$ cat config.mk
export PLATFORM = sky130hd
export DESIGN_NAME = uart_r
export DESIGN_NICKNAME = d
export VERILOG_FILES = /design/src/rtl/uart_pkg.sv /design/src/rtl/uart_rx_sync.sv /design/src/rtl/uart_r.sv
export SDC_FILE = /design/constraint.sdc
export NUM_CORES = 1
export LEC_CHECK = 0
export ABC_AREA = 1
export CORE_MARGIN = 1.5
export CORE_UTILIZATION = 50
export CTS_CLUSTER_SIZE = 24
export DETAILED_ROUTE_END_ITERATION = 12
export PLACE_DENSITY_LB_ADDON = 0.2
export SLEW_MARGIN = 25
export SYNTH_ARGS = -nofsm -noshare
export SYNTH_HDL_FRONTEND = slang
export SYNTH_SLANG_ARGS = --single-unit
export TNS_END_PERCENT = 5
$ cat constraint.sdc
create_clock -name clk -period 1.7 [get_ports clk]
set_input_delay 0.34 -clock clk [delete_from_list [all_inputs] [get_ports clk]]
set_output_delay 0.34 -clock clk [all_outputs]
set_load 0.01 [all_outputs]
$ cat src/rtl/uart_pkg.sv
// uart_pkg: shared UART word width, receiver state encoding and line-level bit constants.
package uart_pkg;
  localparam int D_WIDTH = 14;
  localparam logic START_BIT = 1'b0;
  localparam logic STOP_BIT = 1'b1;
  typedef enum logic [2:0] {IDLE, START, DATA, STOP, BREAK} rx_state_e;
endpackage

$ cat src/rtl/uart_rx_sync.sv
// uart_rx_sync: STAGES-deep flop chain for the rx line, reset to the idle level (1).
module uart_rx_sync #(
  parameter int STAGES = 2
) (
  input  logic clk,
  input  logic rst_n,
  input  logic rx_i,
  output logic rx_s_o
);
  if (STAGES == 0) begin : g_bypass
    assign rx_s_o = rx_i;
  end else begin : g_chain
    logic [STAGES-1:0] sync_q;
    always_ff @(posedge clk or negedge rst_n) begin
      if (!rst_n) begin
        sync_q <= '1;
      end else begin
        sync_q[0] <= rx_i;
        for (int i = 1; i < STAGES; i++) sync_q[i] <= sync_q[i-1];
      end
    end
    assign rx_s_o = sync_q[STAGES-1];
  end
endmodule

$ cat src/rtl/uart_r.sv
// uart_r: UART receiver with mid-bit sampling, a one-entry valid/ready holding register,
// and framing-error / overrun pulses.
module uart_r
  import uart_pkg::*;
#(
  parameter int D_WIDTH      = uart_pkg::D_WIDTH,
  parameter int CLKS_PER_BIT = 1,
  parameter int SYNC_STAGES  = 2
) (
  input  logic               clk,
  input  logic               rst_n,
  input  logic               rx,
  output logic [D_WIDTH-1:0] rx_data,
  output logic               rx_valid,
  input  logic               rx_ready,
  output logic               rx_busy,
  output logic               frame_err,
  output logic               overrun
);
  localparam int HALF = (CLKS_PER_BIT - 1) / 2;
  localparam int PW = $clog2(CLKS_PER_BIT + 1);
  localparam int BW = $clog2(D_WIDTH + 1);
  localparam logic [PW-1:0] PH_HALF = PW'(HALF);
  localparam logic [PW-1:0] PH_LAST = PW'(CLKS_PER_BIT - 1);
  localparam logic [BW-1:0] BIT_LAST = BW'(D_WIDTH - 1);

  logic rx_s;
  rx_state_e state_q, state_d;
  logic [PW-1:0] ph_q, ph_d;
  logic [BW-1:0] bit_q, bit_d;
  logic [D_WIDTH-1:0] sh_q, sh_d, data_q, data_d;
  logic valid_q, valid_d, ferr_q, ferr_d, ovr_q, ovr_d, done;

  uart_rx_sync #(.STAGES(SYNC_STAGES)) u_sync (
    .clk   (clk),
    .rst_n (rst_n),
    .rx_i  (rx),
    .rx_s_o(rx_s)
  );

  // Phase counter counts up to the next sample; it restarts at 0 right after each sample.
  always_comb begin
    state_d = state_q;
    ph_d = ph_q;
    bit_d = bit_q;
    sh_d = sh_q;
    done = 1'b0;
    ferr_d = 1'b0;
    case (state_q)
      IDLE: if (rx_s == START_BIT) begin
        state_d = (HALF == 0) ? DATA : START;
        ph_d = (HALF == 0) ? '0 : PW'(1);
      end
      START: if (ph_q == PH_HALF) begin
        state_d = (rx_s == START_BIT) ? DATA : IDLE;
        ph_d = '0;
      end else begin
        ph_d = ph_q + 1'b1;
      end
      DATA: if (ph_q == PH_LAST) begin
        ph_d = '0;
        sh_d = {rx_s, sh_q[D_WIDTH-1:1]};
        bit_d = (bit_q == BIT_LAST) ? '0 : bit_q + 1'b1;
        state_d = (bit_q == BIT_LAST) ? STOP : DATA;
      end else begin
        ph_d = ph_q + 1'b1;
      end
      STOP: if (ph_q == PH_LAST) begin
        ph_d = '0;
        done = (rx_s == STOP_BIT);
        ferr_d = (rx_s != STOP_BIT);
        state_d = (rx_s == STOP_BIT) ? IDLE : BREAK;
      end else begin
        ph_d = ph_q + 1'b1;
      end
      BREAK: state_d = (rx_s == STOP_BIT) ? IDLE : BREAK;
      default: state_d = IDLE;
    endcase
  end

  // A completing word replaces the held one only if that one is leaving this same edge.
  always_comb begin
    valid_d = done | (valid_q & ~rx_ready);
    data_d = (done && (!valid_q || rx_ready)) ? sh_q : data_q;
    ovr_d = done & valid_q & ~rx_ready;
  end

  always_ff @(posedge clk or negedge rst_n) begin
    if (!rst_n) begin
      state_q <= IDLE;
      ph_q <= '0;
      bit_q <= '0;
      sh_q <= '0;
      data_q <= '0;
      valid_q <= 1'b0;
      ferr_q <= 1'b0;
      ovr_q <= 1'b0;
    end else begin
      state_q <= state_d;
      ph_q <= ph_d;
      bit_q <= bit_d;
      sh_q <= sh_d;
      data_q <= data_d;
      valid_q <= valid_d;
      ferr_q <= ferr_d;
      ovr_q <= ovr_d;
    end
  end

  assign rx_data = data_q;
  assign rx_valid = valid_q;
  assign rx_busy = (state_q == START) || (state_q == DATA) || (state_q == STOP);
  assign frame_err = ferr_q;
  assign overrun = ovr_q;
endmodule

==> results.cfg <==
[clocking]
cts_buffer_depth = 2
clk_pin_slew_worst_paths_ns = 0.12
clk-insertion-delay-late_ns = 0.35
htree_levels = 2
cts_made_buffers = 5
cts-root-buf = clkbuf_4
cts.sink_count = 40
tritoncts = built

[synthesis]
synth_top_cell_by_area = dfrtp_1
synth_most_common_cell = nand2_1
yosys_warnings = 0
synth_compound_area_share_pct = 6.25
synthTopCellsByArea = dfrtp_1 58%, nand2_1 12%, nand3_1 4.6%, dfstp_2 3.2%, o21ai_2 3.2%
synth_top_family_by_area = simple AND/OR/NAND/NOR gates
synth_top_flop_cell = dfrtp_1
synthDominantCellAreaShare_pct = 57.9
async_reset_ff_share_pct = 100
synthCells = 168
synth_nets = 172
synthMuxAreaShare_pct = 0
synth_cell_types = 21
synth-simple-area-share_pct = 25.0
synthTopCellsByCount = 54 x nand2_1, 38 x dfrtp_1, 15 x nand3_1, 13 x inv_1, 10 x nor2_1
synth_area_um2 = 1640
synth_area_per_cell_um2 = 9.78
ys_ff_latch = 40
seq_area_frac_synth_pct = 61.1
synth-xor-area-share_pct = 0.533
synth_fa_ha_area_share_pct = 0
synth-edff-count = 0

[setup_path]
reg2regPathDepth = 6
worst_path_max_delay_cell = clkdlybuf4s50_1
crit_path_max_incr_delay_ns = 0.55
crit_buf_inv = 1
critPathTopFamily = buffers and inverters
cp.arrival_ns = 1.26
critPathKind = reg2out
cp-end-kind = output pin
reg2reg_to = sh_q[10]$_DFFE_PN0N_
r2r_slack_ns = 0.29
path_cells = clkdlybuf4s50_1
crit_required_ns = 1.36
critical_path.max_fanout = 2
r2r-start = state_q[2]$_DFFE_PN0P_
critPathLaunchType = register

[sta]
fin_crit_ns = 1.60
rsz0062_at_grt = false
fin_worst_skew_ns = 0.00963
hold_violations = 0
hold_slack_ns = 0.352
setup_violations = 0
slew_headroom_pct = 70.5
worst_slew_pin_slew_ns = 0.443
maxSlewViolCount = 0
fin_tns_setup_ns = 0
setup_ws_ns = 0.0975
fmax_mhz = 624
finalCritPeriodShare_pct = 94.3

[global_route]
antenna_found_initial = 0
grt_max_degree = 21
grt_pass1_vias = 1194
overflow = 0
grt_pass1_wl_um = 5300
grt_use_total_pct = 20.4

[pwr]
sw_frac_of_total_pct = 38.1
combPwrFrac_pct = 41.0
p_leak_nw = 0.971
power.switching_mw = 1.35
pwr_density_cell_nw_per_um2 = 1790
pwr-share-clk_pct = 14.2
fin_total_pwr_mw = 3.54
internal_power_mw = 2.19
seqPwrFrac_pct = 44.8
peakVddDrop_uv = 1150

[outcome]
status = finished, final reports clean

[finish]
area_delta_synth_final_pct = 20.2
drive_gt1_share_pct = 18.0
diodes = 0
fillers = 259
layout.nets = 203

[floorplan]
start_util_pct = 53.4
core-area_um2 = 3080
die_h_um = 60.3
die-area_um2 = 3640
num_io_pins = 22
die-width_um = 60.3
rows = 20

[detailed_routing]
viasPerCell = 4.99
drc = 0
drt_iter0_drc = 30
routed_wl_um = 3050
ant_nets = 0
wl_per_cell_um = 12.5
vias = 1217
first_pass_iters = 4

[min_path]
worstHoldStart = u_sync.g_chain.sync_q[0]$_DFF_PN1_
hold_path_end = u_sync.g_chain.sync_q[1]$_DFF_PN1_
hold_path.class = reg2reg
hold_path_depth = 0

[job]
cap_violations = 0

[place]
dp_hpwl_um = 2140
pre_cts_ws_ns = 0.198
io_buffers = 21
place_congestion = 0.799
## worst max path at each step
stage / from / endpoint / slack, ns / depth (start not counted)
2_1_floorplan: u_sync.g_chain.sync_q[1]$_DFF_PN1_ / rx_data[10]$_DFFE_PN0P_ / 0.52 / 5
3_3_place_gp: state_q[1]$_DFFE_PN0P_ / rx_busy / 0.22 / 3
3_5_place_dp: state_q[1]$_DFFE_PN0P_ / rx_busy / 0.20 / 3
4_1_cts: rx_data[13]$_DFFE_PN0P_ / rx_data[13] / 0.08 / 1
5_1_grt: state_q[1]$_DFFE_PN0P_ / rx_busy / 0.02 / 3
6_report: rx_data[13]$_DFFE_PN0P_ / rx_data[13] / 0.1 / 1
## layout by cell type (no fill, tap or decap), drive strengths merged, types with 2 or more instances in the layout
cell and count:
nand2 57, o21ai 14, a21oi 2, nand3 19, inv 15, buf 9, nor2 11, clkdlybuf4s50 19
dfstp 2, dfrtp 38, clkbuf 8
## cell type report
class	count	area (um2)	share of cell area, %
well taps	44	55.1	2.79
multi-input cells	107	522	26.4
repair buffers	30	274	13.9
inverters	15	58.8	2.98
flip-flops and latches	40	1010	51.0
clock buffers	8	58.8	2.98
## metal layers
| layer | vias up | GRT usage, % | wire length [um] |
|---|---|---|---|
| li1 | 594 | - | - |
| met1 | 591 | 25.7 | 1410 |
| met2 | 22 | 31.7 | 1470 |
| met3 | 10 | 4.55 | 82 |
| met4 | 0 | 13.0 | 86 |
| met5 | - | 0 | 0 |
## cell families after synthesis
group	count (synthesis)
XOR/XNOR	1
flip-flops	40
buffers and inverters	21
AO/OA/AOI/OAI	16
AND/OR/NAND/NOR	90
## flip-flops by register name (all words and copies together) (netlist names)
| signal | flops |
|---|---|
| rx_data | 14 |
| sh_q | 14 |
| bit_q | 4 |
| state_q | 3 |
| u_sync.g_chain.sync_q | 2 |
| frame_err | 1 |
| overrun | 1 |
| rx_valid | 1 |
## power by group through the flow
stage,Sequential (mW),Combinational [mW],Clock [mW]
finish,1.59,1.45,0.504
global route,1.63,1.65,0.550
CTS,1.58,1.47,0.512
detailed placement,1.62,1.43,0
global placement,1.61,1.38,0
floorplan,1.65,0.914,0
## through the flow
step	area (um2)	util, %	cells
2_1_floorplan	1640	-	168
3_3_place_gp	1880	61.1	232
3_5_place_dp	1880	61.1	232
4_1_cts	1970	64.1	244
5_1_grt	1970	64.1	244
6_report	1970	64.1	244
## repair_timing
item	in CTS	in global routing
buffers inserted	3	0
endpoints found under the setup margin	1	0
hold buffers	1	0
resized for setup	3	0
endpoints found under the hold margin	18	0
(Power assumes the default switching activity.)
